--- src/rtl/vga_timing_gen_if.sv ---
// Pixel stream between the frame-buffer reader (master) and the timing
// generator (slave). A pixel moves on any clk edge where valid and ready
// are both high; data is packed {r,g,b}, CW bits per channel.
interface vga_timing_gen_if #(
    parameter int CW = 8
);
    logic            valid;
    logic            ready;
    logic [3*CW-1:0] data;

    modport master (
        output valid,
        output data,
        input  ready
    );

    modport slave (
        input  valid,
        input  data,
        output ready
    );
endinterface

--- src/rtl/vga_timing_gen.sv ---
// Parametrised VGA raster timing generator. A horizontal/vertical counter
// pair walks the raster one position per pix_en tick. Every output is
// registered from the counter position of the same tick, so the pins lag the
// counters by exactly one tick. Pixels are pulled from a valid/ready stream
// only at active positions. A missing pixel shows UF_COLOR and sets a sticky
// underflow flag. Dropping en lets the current frame finish before the
// generator parks in IDLE with the syncs inactive.
module vga_timing_gen #(
    parameter int            CW       = 8,
    parameter int            CNT_W    = 10,
    parameter int            H_SYNC   = 96,
    parameter int            H_BP     = 48,
    parameter int            H_ACT    = 640,
    parameter int            H_FP     = 16,
    parameter int            V_SYNC   = 2,
    parameter int            V_BP     = 33,
    parameter int            V_ACT    = 480,
    parameter int            V_FP     = 10,
    parameter bit            HS_POL   = 1'b0,
    parameter bit            VS_POL   = 1'b0,
    parameter logic [3*CW-1:0] UF_COLOR = '0
) (
    input  logic             clk,
    input  logic             resetn,
    input  logic             en_i,
    input  logic             pix_en_i,
    vga_timing_gen_if.slave  pix,
    output logic [CW-1:0]    vga_r_o,
    output logic [CW-1:0]    vga_g_o,
    output logic [CW-1:0]    vga_b_o,
    output logic             hsync_o,
    output logic             vsync_o,
    output logic             de_o,
    output logic [CNT_W-1:0] x_addr_o,
    output logic [CNT_W-1:0] y_addr_o,
    output logic             frame_start_o,
    output logic             line_start_o,
    output logic             underflow_o,
    input  logic             underflow_clr_i,
    output logic             busy_o
);

    localparam int PW      = 3 * CW;
    localparam int H_TOTAL = H_SYNC + H_BP + H_ACT + H_FP;
    localparam int V_TOTAL = V_SYNC + V_BP + V_ACT + V_FP;

    // Region boundaries as counter-width constants. The active window uses an
    // inclusive last index so a zero front porch cannot overflow CNT_W.
    localparam logic [CNT_W-1:0] H_SYNC_END  = CNT_W'(H_SYNC);
    localparam logic [CNT_W-1:0] H_ACT_FIRST = CNT_W'(H_SYNC + H_BP);
    localparam logic [CNT_W-1:0] H_ACT_LAST  = CNT_W'(H_SYNC + H_BP + H_ACT - 1);
    localparam logic [CNT_W-1:0] H_LAST      = CNT_W'(H_TOTAL - 1);
    localparam logic [CNT_W-1:0] V_SYNC_END  = CNT_W'(V_SYNC);
    localparam logic [CNT_W-1:0] V_ACT_FIRST = CNT_W'(V_SYNC + V_BP);
    localparam logic [CNT_W-1:0] V_ACT_LAST  = CNT_W'(V_SYNC + V_BP + V_ACT - 1);
    localparam logic [CNT_W-1:0] V_LAST      = CNT_W'(V_TOTAL - 1);

    typedef enum logic [1:0] {
        S_IDLE = 2'd0,
        S_RUN  = 2'd1,
        S_STOP = 2'd2
    } state_t;

    state_t            state_q;
    logic [CNT_W-1:0]  hc_q;
    logic [CNT_W-1:0]  vc_q;
    logic [CNT_W-1:0]  hc_d;
    logic [CNT_W-1:0]  vc_d;

    logic              h_last;
    logic              v_last;
    logic              h_sync;
    logic              v_sync;
    logic              h_act;
    logic              v_act;
    logic              act;
    logic              pix_ready;
    logic              uf_set;

    logic [PW-1:0]     rgb_q;
    logic              hsync_q;
    logic              vsync_q;
    logic              de_q;
    logic [CNT_W-1:0]  x_q;
    logic [CNT_W-1:0]  y_q;
    logic              frame_start_q;
    logic              line_start_q;
    logic              underflow_q;

    // Raster decode of the current position and the wrapped next position.
    always_comb begin
        h_last = (hc_q == H_LAST);
        v_last = (vc_q == V_LAST);
        hc_d   = h_last ? '0 : hc_q + 1'b1;
        vc_d   = vc_q;
        if (h_last) begin
            vc_d = v_last ? '0 : vc_q + 1'b1;
        end
        h_sync    = (hc_q < H_SYNC_END);
        v_sync    = (vc_q < V_SYNC_END);
        h_act     = (hc_q >= H_ACT_FIRST) && (hc_q <= H_ACT_LAST);
        v_act     = (vc_q >= V_ACT_FIRST) && (vc_q <= V_ACT_LAST);
        act       = h_act && v_act;
        pix_ready = pix_en_i && act && (state_q != S_IDLE);
        uf_set    = pix_ready && !pix.valid;
    end

    // Run-control FSM and raster counters; everything moves only on pix_en ticks.
    // Leaving IDLE parks the counters at (0,0) so the first RUN tick shows the
    // frame origin. STOP keeps scanning and drops to IDLE only after the
    // final position of the frame, where the wrap already yields (0,0).
    always_ff @(posedge clk or negedge resetn) begin
        if (!resetn) begin
            state_q <= S_IDLE;
            hc_q    <= '0;
            vc_q    <= '0;
        end else if (pix_en_i) begin
            case (state_q)
                S_IDLE: begin
                    hc_q <= '0;
                    vc_q <= '0;
                    if (en_i) begin
                        state_q <= S_RUN;
                    end
                end
                S_RUN: begin
                    hc_q <= hc_d;
                    vc_q <= vc_d;
                    if (!en_i) begin
                        state_q <= S_STOP;
                    end
                end
                S_STOP: begin
                    hc_q <= hc_d;
                    vc_q <= vc_d;
                    if (en_i) begin
                        state_q <= S_RUN;
                    end else if (h_last && v_last) begin
                        state_q <= S_IDLE;
                    end
                end
                default: begin
                    state_q <= S_IDLE;
                    hc_q    <= '0;
                    vc_q    <= '0;
                end
            endcase
        end
    end

    // Output stage: capture the decode of this tick's position; pulses self-clear after one clk.
    always_ff @(posedge clk or negedge resetn) begin
        if (!resetn) begin
            rgb_q         <= '0;
            hsync_q       <= !HS_POL;
            vsync_q       <= !VS_POL;
            de_q          <= 1'b0;
            x_q           <= '0;
            y_q           <= '0;
            frame_start_q <= 1'b0;
            line_start_q  <= 1'b0;
        end else begin
            frame_start_q <= 1'b0;
            line_start_q  <= 1'b0;
            if (pix_en_i) begin
                if (state_q == S_IDLE) begin
                    rgb_q   <= '0;
                    hsync_q <= !HS_POL;
                    vsync_q <= !VS_POL;
                    de_q    <= 1'b0;
                    x_q     <= '0;
                    y_q     <= '0;
                end else begin
                    hsync_q       <= h_sync ? HS_POL : !HS_POL;
                    vsync_q       <= v_sync ? VS_POL : !VS_POL;
                    de_q          <= act;
                    rgb_q         <= !act ? '0 : (pix.valid ? pix.data : UF_COLOR);
                    x_q           <= act ? hc_q - H_ACT_FIRST : '0;
                    y_q           <= act ? vc_q - V_ACT_FIRST : '0;
                    frame_start_q <= act && (hc_q == H_ACT_FIRST) && (vc_q == V_ACT_FIRST);
                    line_start_q  <= act && (hc_q == H_ACT_FIRST);
                end
            end
        end
    end

    // Sticky underflow: a new underflow outranks a simultaneous clear.
    always_ff @(posedge clk or negedge resetn) begin
        if (!resetn) begin
            underflow_q <= 1'b0;
        end else begin
            underflow_q <= uf_set || (underflow_q && !underflow_clr_i);
        end
    end

    assign pix.ready     = pix_ready;
    assign vga_r_o       = rgb_q[3*CW-1:2*CW];
    assign vga_g_o       = rgb_q[2*CW-1:CW];
    assign vga_b_o       = rgb_q[CW-1:0];
    assign hsync_o       = hsync_q;
    assign vsync_o       = vsync_q;
    assign de_o          = de_q;
    assign x_addr_o      = x_q;
    assign y_addr_o      = y_q;
    assign frame_start_o = frame_start_q;
    assign line_start_o  = line_start_q;
    assign underflow_o   = underflow_q;
    assign busy_o        = (state_q != S_IDLE);

endmodule
--- src/flat_wrapper.sv ---
// flat-port wrapper written by rule: the top's interface ports become plain ports
module vga_timing_gen_flat 
#(
    parameter int            CW       = 8,
    parameter int            CNT_W    = 10,
    parameter int            H_SYNC   = 96,
    parameter int            H_BP     = 48,
    parameter int            H_ACT    = 640,
    parameter int            H_FP     = 16,
    parameter int            V_SYNC   = 2,
    parameter int            V_BP     = 33,
    parameter int            V_ACT    = 480,
    parameter int            V_FP     = 10,
    parameter bit            HS_POL   = 1'b0,
    parameter bit            VS_POL   = 1'b0,
    parameter logic [3*CW-1:0] UF_COLOR = '0
)
  (clk, resetn, en_i, pix_en_i, vga_r_o, vga_g_o, vga_b_o, hsync_o, vsync_o, de_o, x_addr_o, y_addr_o, frame_start_o, line_start_o, underflow_o, underflow_clr_i, busy_o, pix_valid, pix_data, pix_ready);
  vga_timing_gen_if #(.CW(CW)) pix_i ();
  input  logic clk;
  input  logic resetn;
  input  logic en_i;
  input  logic pix_en_i;
  output logic [CW-1:0] vga_r_o;
  output logic [CW-1:0] vga_g_o;
  output logic [CW-1:0] vga_b_o;
  output logic hsync_o;
  output logic vsync_o;
  output logic de_o;
  output logic [CNT_W-1:0] x_addr_o;
  output logic [CNT_W-1:0] y_addr_o;
  output logic frame_start_o;
  output logic line_start_o;
  output logic underflow_o;
  input  logic underflow_clr_i;
  output logic busy_o;
  input wire logic [$bits(pix_i.valid)-1:0] pix_valid;
  input wire logic [$bits(pix_i.data)-1:0] pix_data;
  output wire logic [$bits(pix_i.ready)-1:0] pix_ready;
  assign pix_i.valid = pix_valid;
  assign pix_i.data = pix_data;
  assign pix_ready = pix_i.ready;
  vga_timing_gen #(.CW(CW), .CNT_W(CNT_W), .H_SYNC(H_SYNC), .H_BP(H_BP), .H_ACT(H_ACT), .H_FP(H_FP), .V_SYNC(V_SYNC), .V_BP(V_BP), .V_ACT(V_ACT), .V_FP(V_FP), .HS_POL(HS_POL), .VS_POL(VS_POL), .UF_COLOR(UF_COLOR)) u_core (.clk(clk), .resetn(resetn), .en_i(en_i), .pix_en_i(pix_en_i), .pix(pix_i), .vga_r_o(vga_r_o), .vga_g_o(vga_g_o), .vga_b_o(vga_b_o), .hsync_o(hsync_o), .vsync_o(vsync_o), .de_o(de_o), .x_addr_o(x_addr_o), .y_addr_o(y_addr_o), .frame_start_o(frame_start_o), .line_start_o(line_start_o), .underflow_o(underflow_o), .underflow_clr_i(underflow_clr_i), .busy_o(busy_o));
endmodule
--- config.mk ---
export PLATFORM = sky130hd
export DESIGN_NAME = vga_timing_gen_flat
export DESIGN_NICKNAME = d
export VERILOG_FILES = /design/src/rtl/vga_timing_gen_if.sv /design/src/rtl/vga_timing_gen.sv /design/src/flat_wrapper.sv
export SDC_FILE = /design/constraint.sdc
export NUM_CORES = 1
export LEC_CHECK = 0
export BUFFER_PORTS_ARGS = -buffer_cell sky130_fd_sc_hd__buf_2
export CORE_ASPECT_RATIO = 1.1
export CORE_MARGIN = 2
export CORE_UTILIZATION = 40
export DETAILED_ROUTE_END_ITERATION = 7
export PLACE_DENSITY_LB_ADDON = 0.05
export SLEW_MARGIN = 40
export SYNTH_ARGS = -nofsm -noshare
export SYNTH_HDL_FRONTEND = slang
export SYNTH_SLANG_ARGS = --single-unit
--- constraint.sdc ---
create_clock -name clk -period 5.2 [get_ports clk]
set_input_delay 1.04 -clock clk [delete_from_list [all_inputs] [get_ports clk]]
set_output_delay 1.04 -clock clk [all_outputs]
set_load 0.01 [all_outputs]
* Word-level counts from Yosys, hierarchy flattened
Index checks and enable logic that the tools add are counted.
** Storage, ports and cells
- Output and inout bits :: 52
- Latch bits :: 0
- Input port bits :: 30
- Bits in registers :: 72
- ROM bits :: 0
- Memories kept :: 0
- Memory bits (writable) :: 0
** Cells by class
- Div/mod/pow operators :: 0
- Bitwise operators :: 0
- Mux-type cells :: 26
- Add/subtract/negate cells :: 4
- Multiply operators :: 0
- $lt $le $gt $ge :: 6
- Shifts and indexed selects :: 0
- Eq/ne operators :: 10
- Reduce and logical (&&, ||, !) cells :: 18
** Operator list (number)
- two-way mux 10 bit :: 9
- two-way mux 24 bit :: 3
- adder 10 x 1 -> 10 bit (second input constant) :: 2
- == test 10 bit (second input constant) :: 2
- less-or-equal comparator 10 bit (second input constant) :: 2
- == test 10 x 6 -> 1 bit (second input constant) :: 1
- == test 10 x 8 -> 1 bit (second input constant) :: 1
- greater-or-equal comparator 10 x 6 -> 1 bit (second input constant) :: 1
- greater-or-equal comparator 10 x 8 -> 1 bit (second input constant) :: 1
- logical AND 1 bit :: 10
- < comparator 10 x 2 -> 1 bit (second input constant) :: 1
- < comparator 10 x 7 -> 1 bit (second input constant) :: 1
- subtractor 10 x 6 -> 10 bit (second input constant) :: 1
- subtractor 10 x 8 -> 10 bit (second input constant) :: 1
- two-way mux 1 bit :: 9
- two-way mux 2 bit :: 4
- case mux 2 bit (3 select lines) :: 1
- inequality test 2 bit (second input constant) :: 2
- AND reduction 4 bit :: 1
- inequality test 3 x 2 -> 1 bit (second input constant) :: 1
- == test 2 x 1 -> 1 bit (second input constant) :: 1
- == test 2 bit (second input constant) :: 1
- zero test 1 bit :: 2
- zero test 2 bit :: 1
- other kinds (5) :: 5

* Longest topological paths before layout
- Depth after elaboration :: 7
- Mapped depth :: 9
- Mapped depth without buffers :: 7

* Least setup slack after synthesis
Ideal clock, no wire load.
- Path kind :: input -> output
- Start point :: in pix_en_i
- End point :: out pix_ready
- Data required time :: 4.160 ns
- Setup slack :: 2.122 ns
- Arrival time :: 2.038 ns
- Stages :: 7
- Path through :: clkbuf_1 -> nand2_1 -> a311oi_2 -> nand2_1 -> buf_4 -> buf_6 -> inv_1
** Between the ends
- Cells in the longest elaborated chain, start to end :: 2
** RTL lines
- from (decl) :: RTL line flat_wrapper.sv:23 : input logic pix_en_i;
- logical AND 1 bit (2 in series) :: RTL line vga_timing_gen.sv:104 : pix_ready = pix_en_i && act && (state_q != S_IDLE);
- to (decl) :: RTL line flat_wrapper.sv:39 : output wire logic [$bits(pix_i.ready)-1:0] pix_ready;
No other way between the ends.

* Worst setup path in the final report
- Start point :: reg u_core.vc_q[0]
- End point :: out pix_ready
** Between the ends
- Cells in the longest elaborated chain, start to end :: 5
- Elaborated cells between the ends (all ways) :: 6
** RTL lines
- from (decl) :: RTL line vga_timing_gen.sv:66 : logic [CNT_W-1:0] vc_q;
- from (signal assigned) :: RTL line vga_timing_gen.sv:128 : vc_q <= vc_d;
- from (signal assigned) :: RTL line vga_timing_gen.sv:135 : vc_q <= vc_d;
- greater-or-equal comparator 10 x 6 -> 1 bit / less-or-equal comparator 10 bit (equally long branches) :: RTL line vga_timing_gen.sv:102 : v_act = (vc_q >= V_ACT_FIRST) && (vc_q <= V_ACT_LAST);
- logical AND 1 bit (*) :: RTL line vga_timing_gen.sv:102
- logical AND 1 bit (*) :: RTL line vga_timing_gen.sv:103 : act = h_act && v_act;
- logical AND 1 bit (*) (2 in series) :: RTL line vga_timing_gen.sv:104
Mark *: on every way between the ends. The rest lies on a longest branch, timed or not.

==> impl_metrics.csv <==
group,metric,value,unit
route,viasPerCell,5.08,
cts,cts_buffers,9,
timing,period_minus_slack,3480,ps
synth,synth_common_cells,"dfrtp_1 (70), inv_1 (66), o22ai_1 (45)",
run,max_cap_viol_count,0,
worst_setup_path,cp_num_buf_inv,2,
timing,finalMaxSlewViolations,0,
route,drcViolationCount,0,
synth,ys_ff_latch,72,
die,rows,36,
route,ant_nets,0,
worst_setup_path,slowest_delay,670,ps
cts,ctsResizeCount,0,
outcome,status,"finished, final reports clean",
worst_setup_path,cp_slowest_cell,"o41ai_1",
die,start_util,41.0,%
route,drtIter0Drc,151,
synth,synth_top_area_share,48.4,%
route,drt-total-wl,8480,um
timing,hold_viol,0,
route,wl_per_cell,14.8,um
worst_setup_path,required,4160,ps
worst_setup_path,path_class,"register to output port",
timing,max_freq,0.287,GHz
synth,async_flop_share,100,%
worst_setup_path,critPathArrivalTime,2440,ps
cts,clkTransAtPathRegs,80,ps
worst_setup_path,worstPathCellList,"ha_1 > o41ai_1 > a32oi_1 > nand2_1 > inv_1 > buf_2",
power_and_ir_drop,power.leakage,2.06,nW
worst_setup_path,cp.depth,6,
die,core-area,8830,sq um
die,num_io_pins,82,
synth,synth.area.top_cells,"dfrtp_1 (48%), o22ai_1 (7.8%), inv_1 (6.8%)",
hold_path,hold_class,"register to register",
timing,setup_viol,0,
grt,gr-total-overflow,0,
cts,cts_tree,"yes",
route,vias,2913,
synth,synth-seq-area-share,49.9,%
worst_setup_path,cp-start-kind,"register",
place,place_congestion,0.805,
synth,synthesis.area,3620,sq um
finish,drive_above_1_share,23.3,%
worst_setup_path,timing.rr.end,"u_core.rgb_q[10]",
grt,grt_max_degree,64,
grt,antenna_found_initial,0,
place,io_buffers,81,
timing,finClkSkew,7.97,ps
power_and_ir_drop,vdd_drop_max,0.000224,V
grt,grt_pass1_vias,2740,
synth,syn_avg_cell_area,9.35,sq um
cts,hold_buffers,0,
timing,tightest_slew,774,ps
cts,post_cts_buffers,0,
finish,nets,498,
die,die_w,94.7,um
synth,syn-num-nets,430,
timing,relSlewSlack,47.7,%
die,die_h,104,um
worst_setup_path,critPathTopFamily,"compound AO/OA/AOI/OAI gates",
synth,ys_types,45,
power_and_ir_drop,powerDensity,353,nW/um^2
timing,rsz0062_at_grt,"false",
cts,clock_path_buffers,2,
finish,syn2layout_area_growth,17.0,%
synth,synth_top_cell_by_area,"dfrtp_1",
power_and_ir_drop,total_power,1.49,mW
timing,fin_hold_ws,494,ps
timing,post-route-period-util,67.0,%
cts,clkSinkCount,72,
place,place.detailed.hpwl,5800,um
worst_setup_path,cp-startpoint,"u_core.vc_q[0]",
synth,synth_edf_count,0,
cts,root_buffer,"clkbuf_8",
cts,worstSkewPairLatency,340,ps
synth,syn-instance-count,387,
worst_setup_path,r2r_setup_slack,2500,ps
worst_setup_path,crit_path_end_kind,"output port",
synth,yosys_warnings,0,
finish,diodes,0,
route,firstDrtPassIters,4,
worst_setup_path,crit_path_max_fanout,8,
cts,cts_max_level,3,
worst_setup_path,r2r_start,"u_core.vc_q[0]",
worst_setup_path,worstSetupEndpoint,"pix_ready",
die,die_area,9820,sq um
synth,ys.flop_type,"dfrtp_1",
timing,setup_tns,0,ps
grt,grt_first_pass_wirelength,13800,um
grt,grt_use_total,17.8,%
synth,yosysMostFrequentCell,"dfrtp_1",
worst_setup_path,rr_worst_depth,6,
[worst min path at each step]
| stage | from | to | slack (ps) | cells past startpoint |
|---|---|---|---|---|
| 2_1_floorplan | u_core.vsync_o | u_core.vsync_o | 490 | 2 |
| 3_3_place_gp | u_core.hsync_o | u_core.hsync_o | 480 | 2 |
| 3_5_place_dp | u_core.hsync_o | u_core.hsync_o | 490 | 2 |
| 4_1_cts | u_core.hsync_o | u_core.hsync_o | 500 | 2 |
| 5_1_grt | u_core.vsync_o | u_core.vsync_o | 530 | 2 |
| 6_report | u_core.hsync_o | u_core.hsync_o | 490 | 2 |
[cells by family after synthesis]
logic type	after synthesis	share of synthesized area, %
flip-flops	72	49.9
XOR/XNOR	17	4.12
buffers and inverters	93	10.8
AO/OA/AOI/OAI	87	16.7
AND/OR/NAND/NOR	101	12.8
multiplexers	4	1.18
adder cells (fa/ha/maj)	13	4.50
[routing by layer]
metal  wire, um  global-route usage [%]  share of wire (%)  up-vias
li1           -                       -                  -     1434
met1       4050                    25.7                 48     1390
met2       3850                    25.7                 45       77
met3        437                    3.78                5.2       12
met4        143                    7.35                1.7        0
met5          0                       0                  0        -
[stage by stage]
stage / instances / cell area, sq um / setup slack, ps / utilization (%)
floorplan: 387 / 3620 / 2120 / -
global placement: 558 / 4040 / 1830 / 45.8
detailed placement: 558 / 4050 / 1810 / 45.8
CTS: 573 / 4230 / 1650 / 47.9
global route: 573 / 4230 / 1590 / 47.9
finish: 573 / 4230 / 1720 / 47.9
[worst reg2reg max path, cell delays in order (launching register included)]
cell     delay [ps]
dfrtp_1         490
ha_1            350
o41ai_1         670
a32oi_1         260
nand2_1         150
buf_4           430
o22ai_1         190
[placed cells by master, fill, tap and decap left out, drive strengths merged, types with 2 or more instances in the layout]
cell / n
a21oi: 3
a31oi: 4
and2: 2
and3: 3
buf: 84
clkbuf: 11
clkinv: 3
dfrtp: 70
dfstp: 2
ha: 13
inv: 66
mux2: 2
mux2i: 2
nand2: 43
nand2b: 2
nand3: 11
nand4: 3
nor2: 20
nor3: 6
nor4: 2
o21ai: 15
o22ai: 45
o31ai: 7
o41ai: 4
or2: 2
or3: 3
or4: 2
xnor2: 12
xor2: 5
[final cells by class]
cell class / count / area, sq um
clock inverter: 4 / 45.0
clock buffer: 11 / 141
sequential: 72 / 1800
inverter: 66 / 248
timing repair buffer: 84 / 430
fill: 861 / 4600
multi-input combinational: 222 / 1420
tap: 114 / 143
[where the power goes]
part / switching (mW) / leakage [nW] / internal (mW)
sequential: 0.0635 / 0.990 / 0.603
combinational: 0.237 / 0.969 / 0.161
clock: 0.199 / 0.0989 / 0.230
total: 0.500 / 2.06 / 0.994
[flip-flops by register name, indices dropped and copies added, names as in the netlist]
register / flops
u_core.y_addr_o: 10
u_core.line_start_o: 1
u_core.state_q: 2
u_core.underflow_o: 1
u_core.de_o: 1
u_core.x_addr_o: 10
u_core.vc_q: 10
u_core.rgb_q: 24
u_core.frame_start_o: 1
u_core.hsync_o: 1
u_core.hc_q: 10
u_core.vsync_o: 1
Power figures use the tool's default switching activity.
